$ cat src/rtl/keypad_decoder.sv
// keypad_decoder: scans a 4x4 active-low matrix keypad, debounces the decoded
// key over whole scan frames, and conditions the START/RESTART buttons into
// synchronised, debounced levels. All outputs come straight from registers.

// Single-button conditioner: 2-FF synchroniser followed by a hold counter that
// only lets the output follow the synced level after it has been stable long enough.
module keypad_btn_debounce #(
   parameter int unsigned BTN_DEBOUNCE = 50000
) (
   input  logic clk,
   input  logic rst_n,
   input  logic btn,
   output logic level
);

   localparam int unsigned CNT_W = (BTN_DEBOUNCE > 2) ? $clog2(BTN_DEBOUNCE) : 1;
   localparam logic [CNT_W-1:0] CNT_LAST = CNT_W'(BTN_DEBOUNCE - 1);

   logic             s1_q, s2_q;
   logic [CNT_W-1:0] cnt_q, cnt_d;
   logic             out_q, out_d;

   // Synchronise the asynchronous button input.
   always_ff @(posedge clk or negedge rst_n) begin
      if (!rst_n) begin
         s1_q <= 1'b0;
         s2_q <= 1'b0;
      end else begin
         s1_q <= btn;
         s2_q <= s1_q;
      end
   end

   // Count while the synced level disagrees with the output; toggle on terminal count.
   always_comb begin
      cnt_d = cnt_q;
      out_d = out_q;
      if (s2_q == out_q) begin
         cnt_d = '0;
      end else if (cnt_q == CNT_LAST) begin
         out_d = s2_q;
         cnt_d = '0;
      end else begin
         cnt_d = cnt_q + 1'b1;
      end
   end

   // Hold counter and output level registers.
   always_ff @(posedge clk or negedge rst_n) begin
      if (!rst_n) begin
         cnt_q <= '0;
         out_q <= 1'b0;
      end else begin
         cnt_q <= cnt_d;
         out_q <= out_d;
      end
   end

   assign level = out_q;

endmodule

module keypad_decoder #(
   parameter int unsigned SCAN_DIV        = 1000,
   parameter int unsigned DEBOUNCE_FRAMES = 4,
   parameter int unsigned BTN_DEBOUNCE    = 50000
) (
   input  logic       clk,
   input  logic       rst_n,
   output logic [3:0] row,
   input  logic [3:0] col,
   input  logic       btn_start,
   input  logic       btn_restart,
   output logic [3:0] decode,
   output logic       key_valid,
   output logic       START,
   output logic       RESTART
);

   localparam int unsigned DIV_W = (SCAN_DIV > 2) ? $clog2(SCAN_DIV) : 1;
   localparam int unsigned STB_W = (DEBOUNCE_FRAMES > 1) ? $clog2(DEBOUNCE_FRAMES + 1) : 1;
   localparam logic [DIV_W-1:0] DIV_LAST = DIV_W'(SCAN_DIV - 1);
   localparam logic [STB_W-1:0] STB_MAX  = STB_W'(DEBOUNCE_FRAMES);

   typedef enum logic {
      IDLE,
      PRESSED
   } state_e;

   // Key code for a row/column intersection.
   function automatic logic [3:0] key_code(input logic [1:0] r, input logic [1:0] c);
      logic [3:0] code;
      case ({r, c})
         4'b00_00: code = 4'h1;
         4'b00_01: code = 4'h2;
         4'b00_10: code = 4'h3;
         4'b00_11: code = 4'hA;
         4'b01_00: code = 4'h4;
         4'b01_01: code = 4'h5;
         4'b01_10: code = 4'h6;
         4'b01_11: code = 4'hB;
         4'b10_00: code = 4'h7;
         4'b10_01: code = 4'h8;
         4'b10_10: code = 4'h9;
         4'b10_11: code = 4'hC;
         4'b11_00: code = 4'hE;
         4'b11_01: code = 4'h0;
         4'b11_10: code = 4'hF;
         default:  code = 4'hD;
      endcase
      return code;
   endfunction

   // Column synchroniser
   logic [3:0]       col_s1_q, col_s2_q;
   // Scan timing
   logic [DIV_W-1:0] div_cnt_q, div_cnt_d;
   logic [1:0]       row_idx_q, row_idx_d;
   logic [3:0]       row_q, row_d;
   logic             sample_en, frame_end;
   // Frame accumulation: hit count saturates at 2 (= multi-key)
   logic [1:0]       acc_n_q, acc_n_d;
   logic [3:0]       acc_code_q, acc_code_d;
   logic [1:0]       row_hit_n;
   logic [1:0]       row_hit_col;
   logic [1:0]       tot_n;
   logic [3:0]       tot_code;
   logic [4:0]       frame_res;
   // Debounce
   state_e           state_q, state_d;
   logic [4:0]       prev_res_q, prev_res_d;
   logic [STB_W-1:0] stable_cnt_q, stable_cnt_d;
   logic             take;
   logic [3:0]       decode_q, decode_d;
   logic             key_valid_q, key_valid_d;

   // Synchronise the column sense lines; reset to the released (pulled-up) level.
   always_ff @(posedge clk or negedge rst_n) begin
      if (!rst_n) begin
         col_s1_q <= '1;
         col_s2_q <= '1;
      end else begin
         col_s1_q <= col;
         col_s2_q <= col_s1_q;
      end
   end

   assign sample_en = (div_cnt_q == DIV_LAST);
   assign frame_end = sample_en && (row_idx_q == 2'd3);

   // Row divider, row index and one-cold row drive rotation.
   always_comb begin
      div_cnt_d = div_cnt_q + 1'b1;
      row_idx_d = row_idx_q;
      row_d     = row_q;
      if (sample_en) begin
         div_cnt_d = '0;
         row_idx_d = row_idx_q + 2'd1;
         row_d     = {row_q[2:0], row_q[3]};
      end
   end

   // Classify the currently driven row: no hit, one hit (with column) or several.
   always_comb begin
      row_hit_n   = 2'd0;
      row_hit_col = 2'd0;
      for (int unsigned c = 0; c < 4; c++) begin
         if (!col_s2_q[c]) begin
            if (row_hit_n == 2'd0) begin
               row_hit_n   = 2'd1;
               row_hit_col = 2'(c);
            end else begin
               row_hit_n = 2'd2;
            end
         end
      end
   end

   // Merge this row's hits into the running frame tally and form the frame result.
   always_comb begin
      tot_n    = 2'd2;
      tot_code = 4'h0;
      if (acc_n_q == 2'd0) begin
         tot_n    = row_hit_n;
         tot_code = key_code(row_idx_q, row_hit_col);
      end else if (row_hit_n == 2'd0) begin
         tot_n    = acc_n_q;
         tot_code = acc_code_q;
      end
      frame_res = (tot_n == 2'd1) ? {1'b1, tot_code} : 5'b0_0000;
      acc_n_d    = acc_n_q;
      acc_code_d = acc_code_q;
      if (frame_end) begin
         acc_n_d    = 2'd0;
         acc_code_d = 4'h0;
      end else if (sample_en) begin
         acc_n_d    = tot_n;
         acc_code_d = tot_code;
      end
   end

   // Scan and frame accumulation registers.
   always_ff @(posedge clk or negedge rst_n) begin
      if (!rst_n) begin
         div_cnt_q  <= '0;
         row_idx_q  <= 2'd0;
         row_q      <= 4'b1110;
         acc_n_q    <= 2'd0;
         acc_code_q <= 4'h0;
      end else begin
         div_cnt_q  <= div_cnt_d;
         row_idx_q  <= row_idx_d;
         row_q      <= row_d;
         acc_n_q    <= acc_n_d;
         acc_code_q <= acc_code_d;
      end
   end

   // Debounce FSM state register with its frame-history bookkeeping.
   always_ff @(posedge clk or negedge rst_n) begin
      if (!rst_n) begin
         state_q      <= IDLE;
         prev_res_q   <= 5'b0_0000;
         stable_cnt_q <= '0;
      end else begin
         state_q      <= state_d;
         prev_res_q   <= prev_res_d;
         stable_cnt_q <= stable_cnt_d;
      end
   end

   // Next state: count identical consecutive frames and adopt a result once stable.
   always_comb begin
      state_d      = state_q;
      prev_res_d   = prev_res_q;
      stable_cnt_d = stable_cnt_q;
      take         = 1'b0;
      if (frame_end) begin
         prev_res_d = frame_res;
         if (frame_res == prev_res_q) begin
            stable_cnt_d = (stable_cnt_q == STB_MAX) ? STB_MAX : stable_cnt_q + 1'b1;
         end else begin
            stable_cnt_d = STB_W'(1);
         end
         take = (stable_cnt_d == STB_MAX) && (frame_res != {key_valid_q, decode_q});
         if (take) begin
            state_d = frame_res[4] ? PRESSED : IDLE;
         end
      end
   end

   // Outputs: decode and key_valid update together, only when a result is adopted.
   always_comb begin
      decode_d    = decode_q;
      key_valid_d = key_valid_q;
      if (take) begin
         key_valid_d = (state_d == PRESSED);
         decode_d    = (state_d == PRESSED) ? frame_res[3:0] : 4'h0;
      end
   end

   // Registered key outputs.
   always_ff @(posedge clk or negedge rst_n) begin
      if (!rst_n) begin
         decode_q    <= 4'h0;
         key_valid_q <= 1'b0;
      end else begin
         decode_q    <= decode_d;
         key_valid_q <= key_valid_d;
      end
   end

   keypad_btn_debounce #(
      .BTN_DEBOUNCE(BTN_DEBOUNCE)
   ) u_btn_start (
      .clk  (clk),
      .rst_n(rst_n),
      .btn  (btn_start),
      .level(START)
   );

   keypad_btn_debounce #(
      .BTN_DEBOUNCE(BTN_DEBOUNCE)
   ) u_btn_restart (
      .clk  (clk),
      .rst_n(rst_n),
      .btn  (btn_restart),
      .level(RESTART)
   );

   assign row       = row_q;
   assign decode    = decode_q;
   assign key_valid = key_valid_q;

endmodule

$ cat config.mk
export PLATFORM = sky130hd
export DESIGN_NAME = keypad_decoder
export DESIGN_NICKNAME = d
export VERILOG_FILES = /design/src/rtl/keypad_decoder.sv
export SDC_FILE = /design/constraint.sdc
export NUM_CORES = 1
export LEC_CHECK = 0
export CAP_MARGIN = 5
export CORE_ASPECT_RATIO = 1.1
export CORE_UTILIZATION = 60
export CTS_CLUSTER_SIZE = 30
export DETAILED_ROUTE_END_ITERATION = 8
export GPL_TIMING_DRIVEN = 0
export PLACE_DENSITY = 0.87
export SLEW_MARGIN = 0
export SYNTH_ARGS = -nofsm -noshare
export SYNTH_HDL_FRONTEND = slang
export SYNTH_SLANG_ARGS = --single-unit
$ cat constraint.sdc
create_clock -name clk -period 5 [get_ports clk]
set_input_delay 0.75 -clock clk [delete_from_list [all_inputs] [get_ports clk]]
set_output_delay 0.75 -clock clk [all_outputs]
set_load 0.03 [all_outputs]
==> summary.md, run 1 <==
| Metric | Value |
|---|---|
| Slew headroom | 0.616 |
| Number of synthesized flops with an enable pin | 0 |
| Core footprint | 6560 sq um |
| Antenna diode count | 0 |
| Max-capacitance violation count | 0 |
| Most used flip-flop cell after synthesis | dfrtp_1 |
| VDD IR max | 0.000214 V |
| First drt pass iteration count | 4 |
| Crit share post-route | 0.835 |
| Setup Buffers After CTS | 0 |
| Post-CTS Hold Buffers | 0 |
| R2R cell count | 15 |
| Critical path class | flip-flop to flip-flop |
| Clock sink total | 81 |
| Dpl hpwl | 5.03 mm |
| Pins Over Slew Limit | 0 |
| Detailed Route WL | 6.98 mm |
| Grt ovf | 0 |
| Number of global-route vias before repair | 2882 |
| FMAX | 240 MHz |
| CTS tree | done |
| Num CTS Buffers | 9 |
| Fin nets | 458 |
| YS warnings | 0 |
| Slew @ Worst Pin | 575 ps |
| Mean routed wirelength per cell | 13.4 um |
| Count of unique library cells instantiated by Yosys | 53 |
| Critical Path End Type | flip-flop |
| Largest net degree at the start of global routing | 52 |
| Final Setup Violations | 0 |
| GR Util All Layers | 0.220 |
| CP Max Fanout | 7 |
| CP peak stage delay | 550 ps |
| Lkg Pwr | 0.00210 uW |
| FFs w/ async S/R, synth | 1.00 |
| Share of cells above drive strength 1 | 0.107 |
| P&R area growth vs syn | 13.6% |
| Unrepaired setup endpoints after global routing | no |
| Syn Area/Cell | 10.0 sq um |
| Starting Density | 0.621 |
| Cell taking the most area after synthesis | dfrtp_1 |
| Post-Syn Area | 4070 sq um |
| Initial antenna violation count | 0 |
| Run status | finished clean |
| Top cell type's share of synthesized area | 0.430 |
| Most frequent cell after synthesis | dfrtp_1 |
| Top Ports | 19 |
| Clock root buffer master | clkbuf_8 |
| Hold WC Path Type | input pin to asynchronous set/reset pin |
| DR vias | 2927 |
| DIE WIDTH | 80.5 um |
| Clk buf depth | 2 |
| Number of port buffers | 18 |
| Nature of the critical path startpoint | flip-flop |
| CP arrival | 4420 ps |
| Tmin final | 4180 ps |
| Post-CTS Resized | 0 |
| First-pass GRT wire length | 12.1 mm |
| Layout Utilization | 0.705 |
| Post-synth net total | 428 |
| H-tree depth reported by CTS | 3 |
| Post-synthesis register bit count | 81 |
| TNS Setup | 0 ps |
| Worst-path cell chain | inv_1 -> ha_1 -> nor4b_2 -> nand2b_1 -> inv_1 -> ha_1 -> mux2i_1 -> mux2i_1 -> xor2_1 -> o21ai_0 -> or4b_1 -> a211oi_2 -> o311a_2 -> buf_6 -> mux2_4 |
| Clock Latency Late Sink | 350 ps |
| Row Count | 31 |
| Top cells by count, synth | 70 x dfrtp_1, 50 x nor2_1, 48 x nand2_1, 26 x xor2_1, 22 x xnor2_1 |
| Register area share after synthesis | 0.501 |
| Largest cells by area after synthesis | dfrtp_1 43%, dfstp_2 7.1%, xor2_1 5.6%, xnor2_1 4.7%, ha_1 4.6% |
| Clock skew | 13.9 ps |
| Initial DRC Count | 142 |
| Die Footprint | 7120 sq um |
| CP max stage cell | dfstp_2 |
| Post-DRT Antenna Nets | 0 |
| Pwr per Cell Area | 283 nW/um^2 |
| Syn Inst Count | 405 |
| Routability cong. | 0.793 |
| Final hold violation count | 0 |
| Fill count | 495 |
| Clock Pin Slew Worst Setup and Hold Paths | 90 ps |
| Worst Path Required | 5240 ps |
| Die H | 88.4 um |
| Remaining DRCs | 0 |
| Vias per cell | 5.61 |
-- cells in the final DEF (no fill, tap or decap), types with 2 or more instances in the layout --
cell and instances:
dfrtp_1 70, nor2_1 50, nand2_1 48, xor2_1 26
xnor2_1 22, nand3_1 20, clkdlybuf4s50_1 17, ha_1 15
a21oi_1 14, inv_1 13, o21ai_0 12, and3_1 11
dfstp_2 11, clkbuf_8 9, clkbuf_1 8, nor3_1 6
nand2b_1 6, and2_1 6, mux2i_1 6, nand4_1 5
buf_2 5, or2_2 3, or3_1 3, nor4b_1 3
a21o_1 3, nor3b_1 3, bufinv_16 3, clkinv_4 3
nor2b_1 2, buf_6 2, nor4_1 2, o31ai_1 2
a22oi_1 2, a31oi_1 2, mux2_4 2, mux2_2 2
-- critical path: cells and delay by family, from the launching register on --
kind / cells / cell delay, ps
and+or+nand+nor: 3 / 1240
AOI/OAI and AO/OA: 3 / 700
adders and majority gates: 2 / 620
DFF: 1 / 550
muxes: 3 / 530
buffers and inverters: 3 / 270
xor gates and xnor gates: 1 / 140
-- cell type report --
class                           instances  area, sq um  area share
Clock inverter                          6          116      0.0252
Sequential cell                        81         2040       0.442
Clock buffer                           10          128      0.0276
Buffer                                 15         77.6      0.0168
Timing Repair Buffer                   19          205      0.0444
Multi-Input combinational cell        296         1900       0.412
Inverter                               13         48.8      0.0106
Tap cell                               82          103      0.0222
-- routing by layer --
| layer | vias up | routed length, um | global-route usage | share of wire |
|---|---|---|---|---|
| met4 | 0 | 106 | 0.0779 | 0.015 |
| met1 | 1451 | 2980 | 0.262 | 0.43 |
| met3 | 9 | 168 | 0.0443 | 0.024 |
| met2 | 41 | 3720 | 0.395 | 0.53 |
| met5 | - | 0 | 0 | 0 |
| li1 | 1426 | - | - | - |
-- path summary, 6_finish.rpt --
path	end	start	slack (ps)
min reg2reg	u_btn_restart.s2_q	u_btn_restart.s1_q	350
max	decode[1]	col_s2_q[0]	820
min	key_valid	rst_n	320
max in group asynchronous	u_btn_start.cnt_q[12]	rst_n	4100
max reg2reg	decode[1]	col_s2_q[0]	820
min in group clk	u_btn_restart.s2_q	u_btn_restart.s1_q	350
-- cells by family after synthesis --
group,synth area share
and+or+nand+nor,0.214
xor gates and xnor gates,0.103
DFF,0.501
AOI/OAI and AO/OA,0.0769
buffers and inverters,0.0310
adders and majority gates,0.0461
muxes,0.0277
-- where the power goes --
group	leakage [uW]	switching [uW]	internal (uW)
clock network	0.000121	232	334
registers	0.00106	5.46	666
logic	0.000911	43.4	27.3
total	0.00210	281	1030
-- state kept, by name, summed over array words and instances, names as in the netlist --
| signal | cells |
|---|---|
| key_valid | 1 |
| u_btn_restart.cnt_q | 16 |
| row_idx_q | 2 |
| div_cnt_q | 10 |
| u_btn_start.s2_q | 1 |
| u_btn_start.cnt_q | 16 |
| col_s2_q | 4 |
| row | 4 |
| stable_cnt_q | 3 |
| u_btn_start.level | 1 |
| acc_n_q | 2 |
| u_btn_restart.s1_q | 1 |
| u_btn_start.s1_q | 1 |
| u_btn_restart.s2_q | 1 |
| u_btn_restart.level | 1 |
| col_s1_q | 4 |
| acc_code_q | 4 |
| decode | 4 |
| prev_res_q | 5 |
-- metrics by stage --
step	power (uW)	cells	hold slack (ps)	area (sq um)	setup WS, ps
2_1_floorplan	724	405	331	4070	1220
3_3_place_gp	750	505	334	4350	531
3_5_place_dp	756	506	345	4380	801
4_1_cts	1330	522	320	4620	781
5_1_grt	1360	522	333	4620	544
6_report	1310	522	321	4620	825
Note: power is estimated with default switching activity, not from simulation.
==> inputs of run 2 (changes only) <==
- CORE_UTILIZATION: 60 -> 54
- PLACE_DENSITY: 0.87 -> 0.83
- clock period: 5 -> 3.4 ns (I/O delays scaled with it)
==> run 2 against run 1 <==
Compared with the run above: highest routed layer unchanged; largest cell class unchanged; sequential share of layout area is 1.0 points lower; total power grew 34%; global-route usage is 1.7 points lower; fmax increased by 19%; critical endpoint unchanged; via count fell by 1.1%; the flow now finishes with violations (setup timing); clock skew down 3.1 ps; worst hold slack lost 210 ps.
==> summary.md, run 2 (synthesis gave the netlist of run 1 again) <==
| Metric | Value |
|---|---|
| Dpl hpwl | 5.21 mm (+3.4%) |
| CP Max Fanout | 5 (-2) |
| First drt pass iteration count | 6 (+2) |
| Reg-to-Reg Start | col_s2_q[0] |
| CP peak stage delay | 540 ps (about the same) |
| Flop2flop setup slack | -120 ps (-950 ps) |
| Number of port buffers | 18 (unchanged) |
| Unrepaired setup endpoints after global routing | yes |
| DIE WIDTH | 84.8 um (+5.3%) |
| Hold WC Path Type | input pin to asynchronous set/reset pin |
| DR vias | 2895 (-1.1%) |
| Pwr per Cell Area | 371 nW/um^2 (+31%) |
| Pins Over Slew Limit | 0 (unchanged) |
| Remaining DRCs | 0 (unchanged) |
| Post-DRT Antenna Nets | 0 (unchanged) |
| Grt ovf | 0 (unchanged) |
| Clock Pin Slew Worst Setup and Hold Paths | 90 ps (about the same) |
| Routability cong. | 0.804 (+1.3%) |
| Worst Path Required | 3640 ps (-1600 ps) |
| GR Util All Layers | 0.203 (-0.0175) |
| WHS | 115 ps (-205 ps) |
| Vias per cell | 5.42 (-3.3%) |
| CP arrival | 3760 ps (-660 ps) |
| CP max stage cell | dfstp_2 |
| Number of global-route vias before repair | 2867 (-0.52%) |
| Worst-path cell chain | inv_2 -> ha_4 -> nor4b_4 -> or2_4 -> buf_4 -> ha_4 -> o21bai_2 -> a32oi_4 -> xnor2_1 -> or4b_4 -> a211oi_4 -> o311a_4 -> mux2_4 |
| Max-capacitance violation count | 0 (unchanged) |
| Failing checks | setup timing |
| Critical path class | flip-flop to flip-flop |
| Setup slack after placement | -421 ps (-1220 ps) |
| R2R cell count | 13 (-2) |
| PnR Total Power | 1760 uW (+34%) |
| First-pass GRT wire length | 12.6 mm (+4.2%) |
| Detailed Route WL | 7.21 mm (+3.3%) |
| Final Setup Violations | 5 (+5) |
| Nature of the critical path startpoint | flip-flop |
| Clk buf depth | 2 (unchanged) |
| Mean routed wirelength per cell | 13.5 um (+0.96%) |
| Die H | 93.1 um (+5.3%) |
| Initial DRC Count | 147 (+3.5%) |
| CTS tree | done |
| Largest net degree at the start of global routing | 48 (-7.7%) |
| Clock root buffer master | clkbuf_8 |
| Run status | finished, violations left |
| Row Count | 32 (+3.2%) |
| P&R area growth vs syn | 16.2% |
| Final worst slack | -120 ps (-945 ps) |
| Num CTS Buffers | 9 (unchanged) |
| Most frequent cells in the layout | 70 x dfrtp_1, 50 x nor2_1, 48 x nand2_1 |
| Clock Latency Late Sink | 350 ps (about the same) |
| Final hold violation count | 0 (unchanged) |
| Clock skew | 10.8 ps (-3.08 ps) |
| Layout Utilization | 0.660 (-0.0450) |
| Most used cell, CP | ha_4 |
| Critical Path End Type | flip-flop |
| Commonest non-fill, non-tap cell in the layout | dfrtp_1 |
| Starting Density | 0.568 (-0.0530) |
| H-tree depth reported by CTS | 3 (unchanged) |
| Antenna diode count | 0 (unchanged) |
| Clock sink total | 81 (unchanged) |
| Slew headroom | 0.640 (+0.0247) |
| Core footprint | 7170 sq um (+9.3%) |
| FMAX | 284 MHz (+19%) |
| Post-CTS Hold Buffers | 0 (unchanged) |
| Tmin final | 3520 ps (-655 ps) |
| Initial antenna violation count | 0 (unchanged) |
| Share of cells above drive strength 1 | 0.151 (+0.0446) |
| Biggest registers after layout | u_btn_restart.cnt_q (16), u_btn_start.cnt_q (16), div_cnt_q (10) |
| Fin nets | 467 (+2.0%) |
| Lkg Pwr | 0.00212 uW (+1.3%) |
| Reg2reg end | decode[1] |
| Slew @ Worst Pin | 538 ps (-37.0 ps) |
| Die Footprint | 7890 sq um (+11%) |
| Top Ports | 19 (unchanged) |
| VDD IR max | 0.000369 V (+72%) |
| Crit share post-route | 1.04 (+0.200) |
==> run 2: cell types whose count changed in the layout (fill, tap and decap cells not counted), sizes merged <==
| cell | previous run | this run |
|---|---|---|
| clkbuf | 17 | 18 |
| bufinv | 3 | 0 |
| inv | 13 | 15 |
| buf | 10 | 19 |
==> run 2: how the worst max path moves through the flow <==
| stage | from | cells after the start | slack [ps] | endpoint |
|---|---|---|---|---|
| finish | col_s2_q[0] | 13 | -120 | decode[1] |
| global route | col_s2_q[0] | 14 | -250 | decode[1] |
| CTS | col_s2_q[0] | 14 | -220 | decode[1] |
| detailed placement | col_s2_q[1] | 15 | -420 | decode[1] |
| global placement | rst_n | 1 | -870 | key_valid |
| floorplan | col_s2_q[1] | 15 | -80 | decode[1] |
==> run 2: final cells by class <==
class,instances,area [sq um]
plain buffers,14,66.3
clock buffers,11,141
multi-input cells,296,2000
flip-flops and latches,81,2040
well taps,85,106
repair buffers,29,280
clock inverters,5,38.8
inverters,13,53.8
fillers,570,2440
==> run 2: critical path: cells and delay by family (launching register included) <==
| kind | cells | cell delay [ps] |
|---|---|---|
| and+or+nand+nor | 3 | 1010 |
| AOI/OAI and AO/OA | 4 | 820 |
| DFF | 1 | 540 |
| adders and majority gates | 2 | 420 |
| muxes | 1 | 300 |
| buffers and inverters | 2 | 160 |
| xor gates and xnor gates | 1 | 150 |
==> run 2: where the power goes <==
group	internal, uW	switching [uW]	leakage (uW)
Sequential	980	8.17	0.00106
Clock	290	347	0.0000944
Combinational	56.7	74.2	0.000964
Total	1330	430	0.00212
==> run 2: timing repair <==
| action | CTS | global route |
|---|---|---|
| cloned | 0 | 0 |
| setup buffers | 7 | 4 |
| pin swaps | 6 | 5 |
| setup endpoints to repair | 6 | 8 |
| gates resized for setup | 5 | 2 |
==> run 2: metal layers <==
layer,part of all wire,up-vias,track usage
li1,-,1448,-
met1,0.44,1404,0.242
met2,0.52,33,0.371
met3,0.023,10,0.0371
met4,0.013,0,0.0650
met5,0,-,0
==> run 2: per-stage QoR <==
stage / cells / instance area [sq um] / setup TNS [ps]
floorplan: 405 / 4150 / -154
global placement: 508 / 4430 / -61540
detailed placement: 509 / 4460 / -1630
CTS: 531 / 4700 / -914
global route: 534 / 4730 / -1170
finish: 534 / 4730 / -434
==> inputs of run 3 (changes only) <==
- CORE_UTILIZATION: 54 -> 55
- CTS_CLUSTER_DIAMETER: unset -> 100
- PLACE_DENSITY: 0.83 -> 0.84
- SYNTH_HIERARCHICAL: unset -> 1
==> run 3 against run 2 <==
Compared with the run above: the flow still finishes with violations (setup timing); sequential share of layout area fell by 3.0 points; flip-flop and latch count did not move; final cell count up 6.6%; total power grew 12%; area after synthesis grew 4.4%; die area grew 2.4%; clock power grew 32%; largest power group unchanged.
==> summary.md, run 3 <==
| Metric | Value |
|---|---|
| Top cells by count, synth | 70 x dfrtp_1, 54 x nand2_1, 47 x nor2_1, 24 x xnor2_1, 21 x xor2_1 |
| Worst-path cell chain | inv_2 -> ha_4 -> or4b_4 -> nand3b_1 -> buf_6 -> ha_4 -> and3b_1 -> a21oi_2 -> o22ai_2 -> and3b_2 -> xor2_1 -> a221o_1 -> o311a_4 -> mux2_4 |
| Clock skew | 6.41 ps (-4.37 ps) |
| Post-DRT Antenna Nets | 0 (unchanged) |
| Switching share of power | 0.217 (-0.0272) |
| Routability cong. | 0.838 (+4.2%) |
| FFs w/ async S/R, synth | 1.00 (unchanged) |
| Largest cells by area after synthesis | dfrtp_1 41%, dfstp_2 6.8%, xnor2_1 4.9%, nand2_1 4.8%, ha_1 4.7% |
| Top cell type's share of synthesized area | 0.412 (-0.0180) |
| DR vias | 3174 (+9.6%) |
| Post-Synth Adder-Cell Area | 0.0471 (+0.00102) |
| Number of synthesized flops with an enable pin | 0 (unchanged) |
| Cells after DPL | 539 (+5.9%) |
| Starting Density | 0.568 (about the same) |
| Largest net degree at the start of global routing | 72 (+50%) |
| Final hold violation count | 0 (unchanged) |
| H-tree depth reported by CTS | 3 (unchanged) |
| Slew @ Worst Pin | 549 ps (+10.6 ps) |
| P&R area growth vs syn | 19.7% |
| Final Setup Violations | 6 (+1) |
| Mean routed wirelength per cell | 15.0 um (+11%) |
| Hold WC Path Type | flip-flop to flip-flop |
| Clk pwr share | 0.425 (+0.062) |
| Crit share post-route | 1.11 (+0.0710) |
| Clock root buffer master | clkbuf_8 |
| Simple-gate portion of the synthesized area | 0.251 (+0.0370) |
| Slew headroom | 0.631 (-0.00969) |
| DIE WIDTH | 85.8 um (+1.2%) |
| Die Footprint | 8080 sq um (+2.4%) |
| Dpl hpwl | 5.63 mm (+8.1%) |
| Biggest registers after layout | u_btn_restart/cnt_q (16), u_btn_start/cnt_q (16), div_cnt_q (10) |
| Initial antenna violation count | 0 (unchanged) |
| Grt ovf | 0 (unchanged) |
| CP arrival | 4000 ps (+240 ps) |
| Worst Path Required | 3640 ps (about the same) |
| First-pass GRT wire length | 14.7 mm (+17%) |
| Max-capacitance violation count | 0 (unchanged) |
| Post-layout instance area | 5080 sq um (+7.5%) |
| Syn Area/Cell | 10.2 sq um (+1.9%) |
| FMAX | 266 MHz (-6.4%) |
| Most used flip-flop cell after synthesis | dfrtp_1 |
| Vias per cell | 5.58 (+2.9%) |
| First drt pass iteration count | 4 (-2) |
| Antenna diode count | 0 (unchanged) |
| Clock Pin Slew Worst Setup and Hold Paths | 80 ps (about the same) |
| Num CTS Buffers | 9 (unchanged) |
| CP peak stage delay | 560 ps (+20 ps) |
| Sequential power share | 0.502 (-0.060) |
| Internal power | 1540 uW (+16%) |
| Post-synthesis mux area share | 0.0227 (-0.00499) |
| DP Area | 4640 sq um (+4.1%) |
| Die H | 94.2 um (+1.2%) |
| Row Count | 33 (+3.1%) |
| Pins Over Slew Limit | 0 (unchanged) |
| Post-synthesis register bit count | 81 (unchanged) |
| Layout Utilization | 0.680 (+0.0201) |
| Clock Latency Late Sink | 350 ps (about the same) |
| Critical path class | flip-flop to flip-flop |
| Remaining DRCs | 0 (unchanged) |
| Share of cells above drive strength 1 | 0.190 (+0.0382) |
| Logic pwr share | 0.072 (-0.003) |
| Tmin final | 3760 ps (+241 ps) |
| GR Util All Layers | 0.234 (+0.0313) |
| Detailed Route WL | 8.51 mm (+18%) |
| YS warnings | 6 (+6) |
| Clock sink total | 81 (unchanged) |
| Cell taking the most area after synthesis | dfrtp_1 |
| Non-Filler Instances | 569 (+6.6%) |
| VDD IR max | 0.000250 V (-32%) |
| Post-synth net total | 439 (+2.6%) |
| Fill count | 554 (-2.8%) |
| Main combinational cell family by area after synthesis | simple AND/OR/NAND/NOR gates |
| Pwr per Cell Area | 388 nW/um^2 (+4.6%) |
| Number of global-route vias before repair | 3245 (+13%) |
| Run status | finished, violations left |
| Unrepaired setup endpoints after global routing | yes |
| Net Switching | 429 uW (-0.14%) |
| Post-Syn Area | 4250 sq um (+4.4%) |
| Count of unique library cells instantiated by Yosys | 62 (+17%) |
| Core footprint | 7470 sq um (+4.3%) |
| CTS tree | done |
| Most frequent cell after synthesis | dfrtp_1 |
| Most used cell, CP | ha_4 |
| Final worst slack | -361 ps (-241 ps) |
| Post-synthesis xor/xnor area fraction | 0.0928 (-0.0105) |
| Syn Inst Count | 415 (+2.5%) |
| Clk buf depth | 2 (unchanged) |
| Critical Path End Type | flip-flop |
| WHS | 352 ps (+237 ps) |
| Initial DRC Count | 157 (+6.8%) |
| Top Ports | 19 (unchanged) |
| Failing checks | setup timing |
| Most frequent cells in the layout | 70 x dfrtp_1, 53 x nand2_1, 47 x nor2_1 |
| CP Max Fanout | 5 (unchanged) |
| Lkg Pwr | 0.00223 uW (+5.2%) |
| Nature of the critical path startpoint | flip-flop |
| Register area share after synthesis | 0.480 (-0.0210) |
| Complex-gate fraction of the synthesized area | 0.0801 (+0.00327) |
| Fin nets | 483 (+3.4%) |
| CP max stage cell | dfstp_2 |
| Commonest non-fill, non-tap cell in the layout | dfrtp_1 |
| Number of port buffers | 18 (unchanged) |
==> run 3: logic make-up (layout without fill, tap and decap cells) <==
group	count (synthesis)	in the layout
DFF	81	81
buffers and inverters	23	72
xor gates and xnor gates	45	45
muxes	8	8
adders and majority gates	16	16
and+or+nand+nor	199	199
AOI/OAI and AO/OA	43	43
==> run 3: path summary, 6_finish.rpt <==
| kind | startpoint | endpoint | slack [ps] | cells past startpoint |
|---|---|---|---|---|
| setup / recovery | col_s2_q[1] | decode[2] | -360 | 14 |
| hold / removal | u_btn_restart/s1_q | u_btn_restart/s2_q | 350 | 0 |
| setup reg to reg | col_s2_q[1] | decode[2] | -360 | 14 |
| hold reg to reg | u_btn_restart/s1_q | u_btn_restart/s2_q | 350 | 0 |
| max in group asynchronous | rst_n | row[2] | 2250 | 3 |
| min in group asynchronous | rst_n | decode[0] | 530 | 2 |
==> run 3: layout make-up <==
class	count	area, sq um	area share
inverters	13	48.8	0.00960
well taps	105	131	0.0258
clock inverters	4	70.1	0.0138
clock buffers	12	178	0.0349
flip-flops and latches	81	2040	0.401
multi-input cells	311	2230	0.438
plain buffers	10	62.6	0.0123
repair buffers	33	324	0.0637
==> run 3: worst max-delay path: cells and delay by family (launching register included) <==
family	cells	cell delay [ps]
adders and majority gates	2	410
DFF	1	560
buffers and inverters	2	180
AOI/OAI and AO/OA	4	1000
xor gates and xnor gates	1	140
muxes	1	310
and+or+nand+nor	4	1050
==> run 3: power groups by stage <==
stage          clock (uW)  sequential, uW  combinational [uW]
2_1_floorplan           0            1010                71.4
4_1_cts               859             991                 133
5_1_grt               890             994                 160
6_report              839             991                 143
3_3_place_gp            0            1010                 112
3_5_place_dp            0            1010                 120
==> run 3: timing repair <==
action | 4_1_cts | 5_1_grt
setup endpoints to repair | 8 | 8
gates resized for setup | 6 | 14
buffers inserted | 9 | 4
hold buffers | 1 | 0
endpoints found under the hold margin | 10 | 0
pin swaps | 8 | 12
cloned | 0 | 0
==> run 3: stage by stage <==
stage	worst slack (ps)	setup TNS [ps]	power, uW
after floorplan	-170	-848	1080
after global placement	-848	-61290	1120
after detailed placement	-510	-2840	1130
after CTS	-321	-1960	1980
after global routing	-476	-2670	2040
final	-361	-1830	1970
==> run 3: metal layers <==
| metal | up-vias | track usage | routed length [um] |
|---|---|---|---|
| met2 | 53 | 0.417 | 4560 |
| met4 | 0 | 0.121 | 155 |
| li1 | 1538 | - | - |
| met3 | 15 | 0.0369 | 222 |
| met5 | - | 0 | 0 |
| met1 | 1568 | 0.272 | 3580 |
